$ cat src/rtl/pc_fetch_pkg.sv
// pc_fetch_pkg: shared constants and types for the fetch stage.
//   PC_BUS                    default PC / instruction-memory address width
//   INST_BUS                  default instruction word width
//   PC_JUMP / PC_JUMP_DISABLE encodings of the jump-mux select
//   RESET_PC_DEF              default fetch address after reset
//   fetch_state_e             request-tracking FSM states
package pc_fetch_pkg;

  localparam int PC_BUS   = 16;
  localparam int INST_BUS = 16;

  localparam logic PC_JUMP         = 1'b1;
  localparam logic PC_JUMP_DISABLE = 1'b0;

  localparam logic [PC_BUS-1:0] RESET_PC_DEF = '0;

  typedef enum logic [1:0] {
    FETCH_IDLE    = 2'd0,
    FETCH_WAIT    = 2'd1,
    FETCH_DISCARD = 2'd2
  } fetch_state_e;

endpackage

$ cat src/rtl/pc_fetch_if.sv
// pc_fetch_if: instruction-memory fetch handshake.
//   imem_req   fetch request (from fetch stage)
//   imem_addr  word address, stable while imem_req is high
//   imem_ack   fetch complete, imem_data valid this cycle
//   imem_data  fetched instruction word
// master = fetch stage, slave = instruction memory.
interface pc_fetch_if
  import pc_fetch_pkg::*;
#(
  parameter int PC_WIDTH   = PC_BUS,
  parameter int INST_WIDTH = INST_BUS
);

  logic                  imem_req;
  logic [PC_WIDTH-1:0]   imem_addr;
  logic                  imem_ack;
  logic [INST_WIDTH-1:0] imem_data;

  modport master (
    output imem_req,
    output imem_addr,
    input  imem_ack,
    input  imem_data
  );

  modport slave (
    input  imem_req,
    input  imem_addr,
    output imem_ack,
    output imem_data
  );

endinterface

$ cat src/rtl/pc_fetch_buf.sv
// fetch_buf: 2-entry synchronous FIFO for fetched {pc, instruction} pairs.
//   clk, rst_n  clock, asynchronous active-low reset
//   i_push      write i_data at the tail
//   i_pop       drop the head (ignored when empty)
//   i_flush     empty the FIFO; overrides push and pop
//   i_data      entry to write
//   o_count     number of valid entries (0..2)
//   o_valid     head entry valid
//   o_head      head entry
module fetch_buf #(
  parameter int W = 32
) (
  input  logic         clk,
  input  logic         rst_n,
  input  logic         i_push,
  input  logic         i_pop,
  input  logic         i_flush,
  input  logic [W-1:0] i_data,
  output logic [1:0]   o_count,
  output logic         o_valid,
  output logic [W-1:0] o_head
);

  logic [W-1:0] r_mem [2];
  logic         r_rd;
  logic         r_wr;
  logic [1:0]   r_count;

  logic         w_push;
  logic         w_pop;

  // Guards keep the pointers consistent even if a caller misbehaves.
  assign w_push = i_push && (r_count != 2'd2);
  assign w_pop  = i_pop  && (r_count != 2'd0);

  always_ff @(posedge clk or negedge rst_n) begin
    if (!rst_n) begin
      r_mem[0] <= '0;
      r_mem[1] <= '0;
      r_rd     <= 1'b0;
      r_wr     <= 1'b0;
      r_count  <= 2'd0;
    end else if (i_flush) begin
      r_rd    <= 1'b0;
      r_wr    <= 1'b0;
      r_count <= 2'd0;
    end else begin
      if (w_push) begin
        r_mem[r_wr] <= i_data;
        r_wr        <= ~r_wr;
      end
      if (w_pop) begin
        r_rd <= ~r_rd;
      end
      r_count <= r_count + {1'b0, w_push} - {1'b0, w_pop};
    end
  end

  assign o_count = r_count;
  assign o_valid = (r_count != 2'd0);
  assign o_head  = r_mem[r_rd];

endmodule

$ cat src/rtl/pc_fetch.sv
// pc_fetch: fetch stage around the PC jump mux.
//   clk, rst_n   clock, asynchronous active-low reset
//   PC_plus      PC + 1 (word addressed) to the jump mux
//   PC_new       next PC chosen by the jump mux
//   pc_jump_op   PC_JUMP when a jump is taken this cycle (PC_new = target)
//   imem         instruction-memory req/ack bus (master side)
//   if_valid     fetch buffer head valid
//   if_pc        PC of the head instruction
//   if_inst      head instruction word
//   id_ready     decode consumes the head when if_valid is high
module pc_fetch
  import pc_fetch_pkg::*;
#(
  parameter int                  PC_WIDTH   = PC_BUS,
  parameter int                  INST_WIDTH = INST_BUS,
  parameter logic [PC_WIDTH-1:0] RESET_PC   = RESET_PC_DEF
) (
  input  logic                  clk,
  input  logic                  rst_n,
  output logic [PC_WIDTH-1:0]   PC_plus,
  input  logic [PC_WIDTH-1:0]   PC_new,
  input  logic                  pc_jump_op,
  pc_fetch_if.master            imem,
  output logic                  if_valid,
  output logic [PC_WIDTH-1:0]   if_pc,
  output logic [INST_WIDTH-1:0] if_inst,
  input  logic                  id_ready
);

  localparam int EW = PC_WIDTH + INST_WIDTH;

  fetch_state_e          r_state;
  logic [PC_WIDTH-1:0]   r_pc;
  logic [PC_WIDTH-1:0]   r_addr;
  logic                  r_req;

  logic                  w_jump;
  logic                  w_ack;
  logic                  w_push;
  logic                  w_pop;
  logic [1:0]            w_count;
  logic [EW-1:0]         w_head;

  assign w_jump = (pc_jump_op == PC_JUMP);
  assign w_ack  = imem.imem_ack;
  // Data returning in WAIT is kept unless a jump in the same cycle kills it.
  assign w_push = (r_state == FETCH_WAIT) && w_ack && !w_jump;
  assign w_pop  = if_valid && id_ready;

  assign PC_plus = r_pc + PC_WIDTH'(1);

  always_ff @(posedge clk or negedge rst_n) begin
    if (!rst_n) begin
      r_state <= FETCH_IDLE;
      r_pc    <= RESET_PC;
      r_addr  <= RESET_PC;
      r_req   <= 1'b0;
    end else begin
      case (r_state)
        FETCH_IDLE: begin
          // Acks arriving here belong to nothing and are ignored.
          if (w_jump) begin
            r_pc <= PC_new;
          end else if (w_count < 2'd2) begin
            r_addr  <= r_pc;
            r_state <= FETCH_WAIT;
            r_req   <= 1'b1;
          end
        end
        FETCH_WAIT: begin
          // Without a jump PC_new equals PC_plus, so one load covers both cases.
          if (w_ack) begin
            r_pc    <= PC_new;
            r_state <= FETCH_IDLE;
            r_req   <= 1'b0;
          end else if (w_jump) begin
            r_pc    <= PC_new;
            r_state <= FETCH_DISCARD;
          end
        end
        FETCH_DISCARD: begin
          // The stale request must still complete before a new one may issue.
          if (w_jump) begin
            r_pc <= PC_new;
          end
          if (w_ack) begin
            r_state <= FETCH_IDLE;
            r_req   <= 1'b0;
          end
        end
        default: begin
          r_state <= FETCH_IDLE;
          r_req   <= 1'b0;
        end
      endcase
    end
  end

  assign imem.imem_req  = r_req;
  assign imem.imem_addr = r_addr;

  fetch_buf #(.W(EW)) u_buf (
    .clk     (clk),
    .rst_n   (rst_n),
    .i_push  (w_push),
    .i_pop   (w_pop),
    .i_flush (w_jump),
    .i_data  ({r_addr, imem.imem_data}),
    .o_count (w_count),
    .o_valid (if_valid),
    .o_head  (w_head)
  );

  assign if_pc   = w_head[EW-1:INST_WIDTH];
  assign if_inst = w_head[INST_WIDTH-1:0];

endmodule

$ cat src/flat_wrapper.sv
// flat-port wrapper written by rule: the top's interface ports become plain ports
module pc_fetch_flat import pc_fetch_pkg::*;
#(
  parameter int                  PC_WIDTH   = PC_BUS,
  parameter int                  INST_WIDTH = INST_BUS,
  parameter logic [PC_WIDTH-1:0] RESET_PC   = RESET_PC_DEF
)
  (clk, rst_n, PC_plus, PC_new, pc_jump_op, if_valid, if_pc, if_inst, id_ready, imem_imem_req, imem_imem_addr, imem_imem_ack, imem_imem_data);
  pc_fetch_if #(.PC_WIDTH(PC_WIDTH), .INST_WIDTH(INST_WIDTH)) imem_i ();
  input  logic clk;
  input  logic rst_n;
  output logic [PC_WIDTH-1:0] PC_plus;
  input  logic [PC_WIDTH-1:0] PC_new;
  input  logic pc_jump_op;
  output logic if_valid;
  output logic [PC_WIDTH-1:0] if_pc;
  output logic [INST_WIDTH-1:0] if_inst;
  input  logic id_ready;
  output wire logic [$bits(imem_i.imem_req)-1:0] imem_imem_req;
  output wire logic [$bits(imem_i.imem_addr)-1:0] imem_imem_addr;
  input wire logic [$bits(imem_i.imem_ack)-1:0] imem_imem_ack;
  input wire logic [$bits(imem_i.imem_data)-1:0] imem_imem_data;
  assign imem_imem_req = imem_i.imem_req;
  assign imem_imem_addr = imem_i.imem_addr;
  assign imem_i.imem_ack = imem_imem_ack;
  assign imem_i.imem_data = imem_imem_data;
  pc_fetch #(.PC_WIDTH(PC_WIDTH), .INST_WIDTH(INST_WIDTH), .RESET_PC(RESET_PC)) u_core (.clk(clk), .rst_n(rst_n), .PC_plus(PC_plus), .PC_new(PC_new), .pc_jump_op(pc_jump_op), .imem(imem_i), .if_valid(if_valid), .if_pc(if_pc), .if_inst(if_inst), .id_ready(id_ready));
endmodule
$ cat config.mk
export PLATFORM = sky130hd
export DESIGN_NAME = pc_fetch_flat
export DESIGN_NICKNAME = d
export VERILOG_FILES = /design/src/rtl/pc_fetch_pkg.sv /design/src/rtl/pc_fetch_if.sv /design/src/rtl/pc_fetch_buf.sv /design/src/rtl/pc_fetch.sv /design/src/flat_wrapper.sv
export SDC_FILE = /design/constraint.sdc
export NUM_CORES = 1
export LEC_CHECK = 0
export CAP_MARGIN = 20
export CELL_PAD_IN_SITES_DETAIL_PLACEMENT = 1
export CELL_PAD_IN_SITES_GLOBAL_PLACEMENT = 1
export CORE_MARGIN = 1.5
export CORE_UTILIZATION = 39
export CTS_BUF_LIST = sky130_fd_sc_hd__clkbuf_2
export CTS_CLUSTER_DIAMETER = 200
export CTS_CLUSTER_SIZE = 25
export DETAILED_ROUTE_END_ITERATION = 6
export GPL_TIMING_DRIVEN = 0
export PLACE_DENSITY_LB_ADDON = 0.08
export SYNTH_ARGS = -nofsm -noshare
export SYNTH_HDL_FRONTEND = slang
export SYNTH_HIERARCHICAL = 1
export SYNTH_SLANG_ARGS = --single-unit
$ cat constraint.sdc
create_clock -name clk -period 2.1 [get_ports clk]
set_clock_uncertainty 0.15 [all_clocks]
set_input_delay 0.525 -clock clk [delete_from_list [all_inputs] [get_ports clk]]
set_output_delay 0.525 -clock clk [all_outputs]
set_load 0.005 [all_outputs]
==> metrics.md, run 1 <==
| Metric | Value |
|---|---|
| Slew margin rel. | a little under half |
| Sink Count | 103 |
| CP cell instances | nand4_1 > nor2_4 > buf_6 > and4_1 > xor2_1 > buf_2 |
| Max-cap violations | 0 |
| Worst hold-check path type | in2reg |
| Setup TNS | -29.30 ns |
| Top Family by Delay on Critical Path | simple AND/OR/NAND/NOR gates |
| Synth Area in Adders | 2.06% |
| Number of global-route vias before repair | roughly 3700 |
| Maximum vdd drop | ~0.60 mV |
| Actual slew at the worst max-slew pin | roughly 0.81 ns |
| Leakage | approximately 3.6 nW |
| Setup ws final | -0.716 ns |
| Fraction of registers with async set/reset | 100% |
| Final wirelength | 13.6 mm |
| Initial antenna violation count | 0 |
| Vias per cell | around 4.8 |
| Gr usage total | between 20 and 25% |
| Synthesis-to-layout area growth | 55.7% |
| Die W | roughly 110 um |
| Post-synthesis mux area share | about a third |
| Synth Register Bits | about 100 |
| R2r worst-path depth | 8 |
| Die height | between 100 and 150 um |
| Most frequent cells in the layout | dfrtp_1 (93), mux2_4 (85), buf_4 (51), buf_6 (50), mux2_2 (44) |
| Reg2reg end | u_core/u_buf/r_mem[1]$_DFFE_PN0P_ |
| Total gr overflow | 0 |
| Final hold slack | 0.324 ns |
| RSZ-0062 raised after global routing | yes |
| CP max stage delay | 0.44 ns |
| Dpl cell area | between 6000 and 7000 um2 |
| Largest net degree at the start of global routing | between 60 and 70 |
| Total CTS buffers | 9 |
| Simple-gate share of the synthesized area | roughly 4.6% |
| Fin area | 7570 um2 |
| Maximum net fanout on the critical path | 3 |
| Port buffer count | slightly above 100 |
| RR Startpoint | u_core/r_state[1]$_DFFE_PN0P_ |
| Max Slew Vio Count | 0 |
| Drt drc | 0 |
| Critical Path RT | 1.42 ns |
| Final Hold Viols | 0 |
| Post-synth EDFFs | 0 |
| CP arrival | about 2.1 ns |
| Most common cell after layout, fill and taps aside | dfrtp_1 |
| First-pass GRT wire length | ~20 mm |
| Hold_sp | pc_jump_op |
| Via Count | between 3000 and 4000 |
| Buffer and inverter count on the worst path | 2 |
| Final min period | roughly 2.8 ns |
| Worst-Skew Late Latency | between 0.6 and 0.7 ns |
| Synth warn | 6 |
| XOR/XNOR Fraction of Synth Area | approximately 3% |
| Antenna Cells | 0 |
| Status | complete, but fails checks |
| PwrDens | 1190 nW/um2 |
| Crit end category | output port |
| Clock root buffer | clkbuf_2 |
| Drt first-iter violations | approximately 140 |
| HPWL after DPL | approximately 7.6 mm |
| Dominant synthesized flop cell | dfrtp_1 |
| WS Path Type | reg2out |
| CP Launch Type | flop |
| Drt wl/cell | approximately 19 um |
| Cell area after synthesis | 4860 um2 |
| Reg2Reg Setup Slack | -0.17 ns |
| Initial Utilization | between 40% and 50% |
| Post-Synthesis Cells | ~330 |
| Avg Inst Size Synth | between 10 and 15 um2 |
| Core Region | between 10000 and 15000 um2 |
| # setup viols final | between 100 and 150 |
| Final ANT Viol Nets | 0 |
| Hold EP | u_core/u_buf/o_count[0]$_DFF_PN0_ |
| Layout cell share with drive strength beyond 1 | 61.9% |
| Crit-path slowest cell | dfrtp_1 |
| Register area share after synthesis | 53.1% |
| Fin nets | between 500 and 600 |
| CTS tree | done |
| IO Pins | 103 |
| Hold path depth | 2 |
| Compound-Gate Fraction of Synth Area | 0.979% |
| CTS max path bufs | 2 |
| First-pass iteration count of the detailed router | 4 |
| Htree depth | 3 |
| Routability cong. | just under 0.8 |
| Die ar. | 13100 um2 |
| Netlist cell types | 33 |
| Syn Nets | 372 |
| Largest family of logic cells by synthesized area | multiplexers |
| Fin crit share | 134% |
| Cell row count | 40 |
| Clock-pin transition on the worst setup and hold timing paths | 0.28 ns |
| Failing checks | negative setup slack |
| Fmax | around 360 MHz |
[metrics by stage]
| stage | setup WS (ns) | std cells | total power, mW | utilization [%] |
|---|---|---|---|---|
| after CTS | -0.786 | 680 | 8.32 | 58.3 |
| after floorplan | -0.0515 | 327 | 5.12 | - |
| after global routing | -0.879 | 706 | 9.56 | 62.7 |
| final | -0.716 | 706 | 8.99 | 62.7 |
| after detailed placement | -1.11 | 598 | 6.97 | 50.9 |
| after global placement | -3.62 | 597 | 6.85 | 50.7 |
[how the worst max path moves through the flow]
stage | startpoint | end | cells past startpoint
after floorplan | u_core/r_state[1]$_DFFE_PN0P_ | u_core/u_buf/r_mem[10]$_DFFE_PN0P_ | 8
after global placement | rst_n | u_core/r_pc[8]$_DFFE_PN0P_ | 1
after detailed placement | pc_jump_op | u_core/u_buf/r_mem[56]$_DFFE_PN0P_ | 7
after CTS | u_core/r_pc[1]$_DFFE_PN0P_ | PC_plus[5] | 4
after global routing | u_core/r_pc[4]$_DFFE_PN0P_ | PC_plus[15] | 6
final | u_core/r_pc[6]$_DFFE_PN0P_ | PC_plus[10] | 6
[layer usage]
| metal | track usage (%) | vias to the layer above | routed length, um |
|---|---|---|---|
| met5 | 0 | - | 0 |
| met1 | 25.8 | 1729 | 6000 |
| met4 | 4.00 | 0 | 127 |
| li1 | - | 1559 | - |
| met2 | 35.4 | 79 | 6820 |
| met3 | 6.67 | 11 | 624 |
[flip-flops by register name, indices dropped and copies added (netlist names)]
register	count
u_core/imem.imem_addr	16
u_core/r_pc	16
u_core/imem.imem_req	1
u_core/u_buf/r_mem	64
u_core/r_state	2
u_core/u_buf/r_rd	1
u_core/u_buf/r_wr	1
u_core/u_buf/o_count	2
[layout make-up]
| type | instances | area [um2] |
|---|---|---|
| Buffer | 10 | 184 |
| Clock buffer | 9 | 45.0 |
| Clock inverter | 7 | 86.3 |
| Fill cell | 1172 | 4500 |
| Inverter | 9 | 36.3 |
| Multi-Input combinational cell | 201 | 2420 |
| Sequential cell | 103 | 2590 |
| Tap cell | 168 | 210 |
| Timing Repair Buffer | 199 | 1990 |
[kinds of logic after synthesis]
family	count (synthesis)
AO/OA/AOI/OAI	9
XOR/XNOR	17
flip-flops	103
multiplexers	130
AND/OR/NAND/NOR	37
adder cells (fa/ha/maj)	8
buffers and inverters	23
[cell usage after synthesis (3+ instances only)]
cell type  number  area share (%)
buf_2           3            0.31
nand4_1         3            0.39
inv_1           9            0.70
nor2_1          9            0.70
nand3_1         5            0.51
ha_1            8             2.1
o21ai_0         5            0.51
a21oi_1         3            0.31
dfrtp_1       103              53
buf_6           5             1.2
nand2_1         6            0.46
xnor2_1        10             1.8
mux2_4         40              12
mux2_2         87              20
clkbuf_1        4            0.31
xor2_1          7             1.3
[power by group]
part           internal, mW  switching [mW]
Sequential             2.79           0.601
Combinational          3.02            1.52
Clock                 0.386           0.672
Total                  6.19            2.79
[repair_timing]
item | CTS | global route
pin swaps | 14 | 15
endpoints found under the setup margin | 141 | 140
gates cloned | 6 | 4
buffers inserted | 63 | 29
gates resized for setup | 269 | 116
endpoints found under the hold margin | 59 | 0
hold buffers | 1 | 0
Note: power is estimated with default switching activity, not from simulation.
==> run 2, diff against run 1 <==
CORE_MARGIN = 2   (was 1.5)
CORE_UTILIZATION = 43   (was 39)
clock period = 3 ns   (was 2.1 ns; I/O delays follow)
==> run 2 against run 1 <==
- the run still ends with negative setup slack left
- sequential share of layout area up 5.6 points
- register-to-register slack better by 0.38 ns
- combinational power decreased by 46%
- first-iteration DRC count shrank 13%
- final cell count fell by 12%
- clock power fell by 39%
- count of clock-buffer cells in the layout rose by 2
- critical path type unchanged
- worst setup slack better by 0.71 ns
- wire length shrank 14%
- sequential power is 29% lower
- worst hold slack improved by 0.049 ns
- critical path depth rose by 1
==> metrics.md, run 2 (synthesized netlist as in run 1, its figures left out) <==
| Metric | Value |
|---|---|
| Status | complete, but fails checks |
| Failing checks | negative setup slack |
| Die W | 110 um |
| Gr usage total | 20.4% |
| Antenna Cells | 0 |
| Slew margin rel. | 50.5% |
| Final wirelength | roughly 12 mm |
| Worst-Skew Late Latency | about 0.60 ns |
| Worst hold-check path type | reg2reg |
| Max-cap violations | 0 |
| RSZ-0062 raised after global routing | yes |
| Die ar. | about 12000 um2 |
| Fin nets | approximately 520 |
| Vias per cell | 4.98 |
| WS Path Type | reg2out |
| Max Slew Vio Count | 0 |
| Critical Path RT | 2.10 ns |
| Buffer and inverter count on the worst path | 3 |
| Crit-path slowest cell | dfrtp_2 |
| Fin area | ~6500 um2 |
| Clock-pin transition on the worst setup and hold timing paths | 0.27 ns |
| Largest net degree at the start of global routing | 56 |
| Initial Utilization | approximately 44% |
| CTS max path bufs | 2 |
| CP max stage delay | about 0.44 ns |
| Maximum net fanout on the critical path | 3 |
| PwrDens | 841 nW/um2 |
| Actual slew at the worst max-slew pin | around 0.74 ns |
| Layout cell share with drive strength beyond 1 | approximately half |
| Final cell count without fillers | 619 |
| Clock root buffer | clkbuf_2 |
| Crit end category | output port |
| Most flops, register | u_core/u_buf/r_mem |
| Core Region | about 11000 um2 |
| Synthesis-to-layout area growth | 33.8% |
| Layout fillers | between 1000 and 1500 |
| First-pass GRT wire length | ~18 mm |
| Most common cell after layout, fill and taps aside | dfrtp_1 |
| Via Count | roughly 3100 |
| Sink Count | about 100 |
| Cell row count | 38 |
| Htree depth | 3 |
| Maximum vdd drop | 0.484 mV |
| CP cell instances | nand4_1 > buf_4 > nor2_4 > buf_6 > and4_1 > xor2_1 > buf_2 |
| Fmax | roughly 330 MHz |
| Placed cell count | 570 |
| IO Pins | 103 |
| Top Family by Delay on Critical Path | simple AND/OR/NAND/NOR gates |
| Die height | between 100 and 150 um |
| Drt drc | 0 |
| Total gr overflow | 0 |
| Setup ws final | -0.00209 ns |
| Port buffer count | approximately 100 |
| Final Hold Viols | 0 |
| CP arrival | ~2.1 ns |
| Dpl cell area | approximately 6100 um2 |
| Drt wl/cell | about 19 um |
| Flip-flop count of the largest register after layout | between 60 and 70 |
| # setup viols final | 1 |
| Total CTS buffers | 9 |
| Routability cong. | 0.795 |
| Leakage | just over 3 nW |
| CTS tree | done |
| Initial antenna violation count | 0 |
| Number of global-route vias before repair | approximately 3300 |
| Fin crit share | 100% |
| Final ANT Viol Nets | 0 |
| CP Launch Type | flop |
| Most frequent cells in the layout | dfrtp_1 (95), mux2_2 (87), clkdlybuf4s50_1 (56), mux2_4 (40), buf_4 (33) |
| First-pass iteration count of the detailed router | 4 |
| Final min period | 3.00 ns |
| HPWL after DPL | around 7.7 mm |
| Drt first-iter violations | around 120 |
[run 2: cell type report]
type	count	area, um2	area share, %
sequential	103	2590	39.8
timing repair buffer	137	1190	18.4
multi-input combinational	201	2230	34.3
tap	140	175	2.69
buffer	13	174	2.67
clock inverter	5	48.8	0.750
inverter	9	33.8	0.520
clock buffer	11	55.1	0.847
[run 2: per-layer routing]
metal  global-route usage [%]  vias to the layer above  part of all wire [%]
met4                     5.27                        0                  0.90
met3                     7.11                       11                   6.0
met5                        0                        -                     0
li1                         -                     1430                     -
met2                     33.6                       80                    49
met1                     25.7                     1564                    44
[run 2: what timing repair did]
| action | in CTS | in global routing |
|---|---|---|
| buffers inserted | 26 | 7 |
| resized for setup | 108 | 23 |
| pin swaps | 9 | 8 |
| hold buffers | 1 | 0 |
| setup endpoints to repair | 46 | 17 |
| endpoints found under the hold margin | 48 | 0 |
[run 2: worst register-to-register path: cells and delay by family (launching register included)]
kind | cells | cell delay (ns)
muxes | 1 | 0.38
and+or+nand+nor | 2 | 0.86
DFF | 1 | 0.45
buffers and inverters | 3 | 0.67
adders and majority gates | 1 | 0.22
[run 2: worst paths after layout]
kind | slack (ns) | end | start | depth (start not counted)
max | -0.002 | PC_plus[10] | u_core/r_pc[4]$_DFFE_PN0P_ | 7
min | 0.37 | u_core/u_buf/r_mem[51]$_DFFE_PN0P_ | u_core/u_buf/r_mem[51]$_DFFE_PN0P_ | 1
max reg2reg | 0.21 | u_core/u_buf/r_mem[56]$_DFFE_PN0P_ | u_core/r_state[1]$_DFFE_PN0P_ | 7
min reg2reg | 0.37 | u_core/u_buf/r_mem[51]$_DFFE_PN0P_ | u_core/u_buf/r_mem[51]$_DFFE_PN0P_ | 1
max in group asynchronous | 1.42 | u_core/r_pc[8]$_DFFE_PN0P_ | rst_n | 3
min in group asynchronous | 0.51 | u_core/u_buf/r_mem[47]$_DFFE_PN0P_ | rst_n | 2
[run 2: through the flow]
| stage | hold WS (ns) | power [mW] | worst slack, ns | setup TNS [ns] | util [%] |
|---|---|---|---|---|---|
| finish | 0.374 | 5.47 | -0.00209 | -0.00209 | 59.5 |
| global route | 0.394 | 5.87 | -0.188 | -0.994 | 59.5 |
| CTS | 0.383 | 5.50 | -0.143 | -0.232 | 58.9 |
| detailed placement | 0.330 | 4.89 | -0.627 | -27.23 | 55.6 |
| global placement | 0.316 | 4.77 | -2.91 | -321.55 | 55.4 |
| floorplan | 0.304 | 3.57 | 0.643 | 0 | - |
[run 2: report_power, final]
part | switching [mW] | internal (mW)
clock | 0.454 | 0.191
combinational | 0.848 | 1.58
sequential | 0.444 | 1.95
total | 1.75 | 3.72
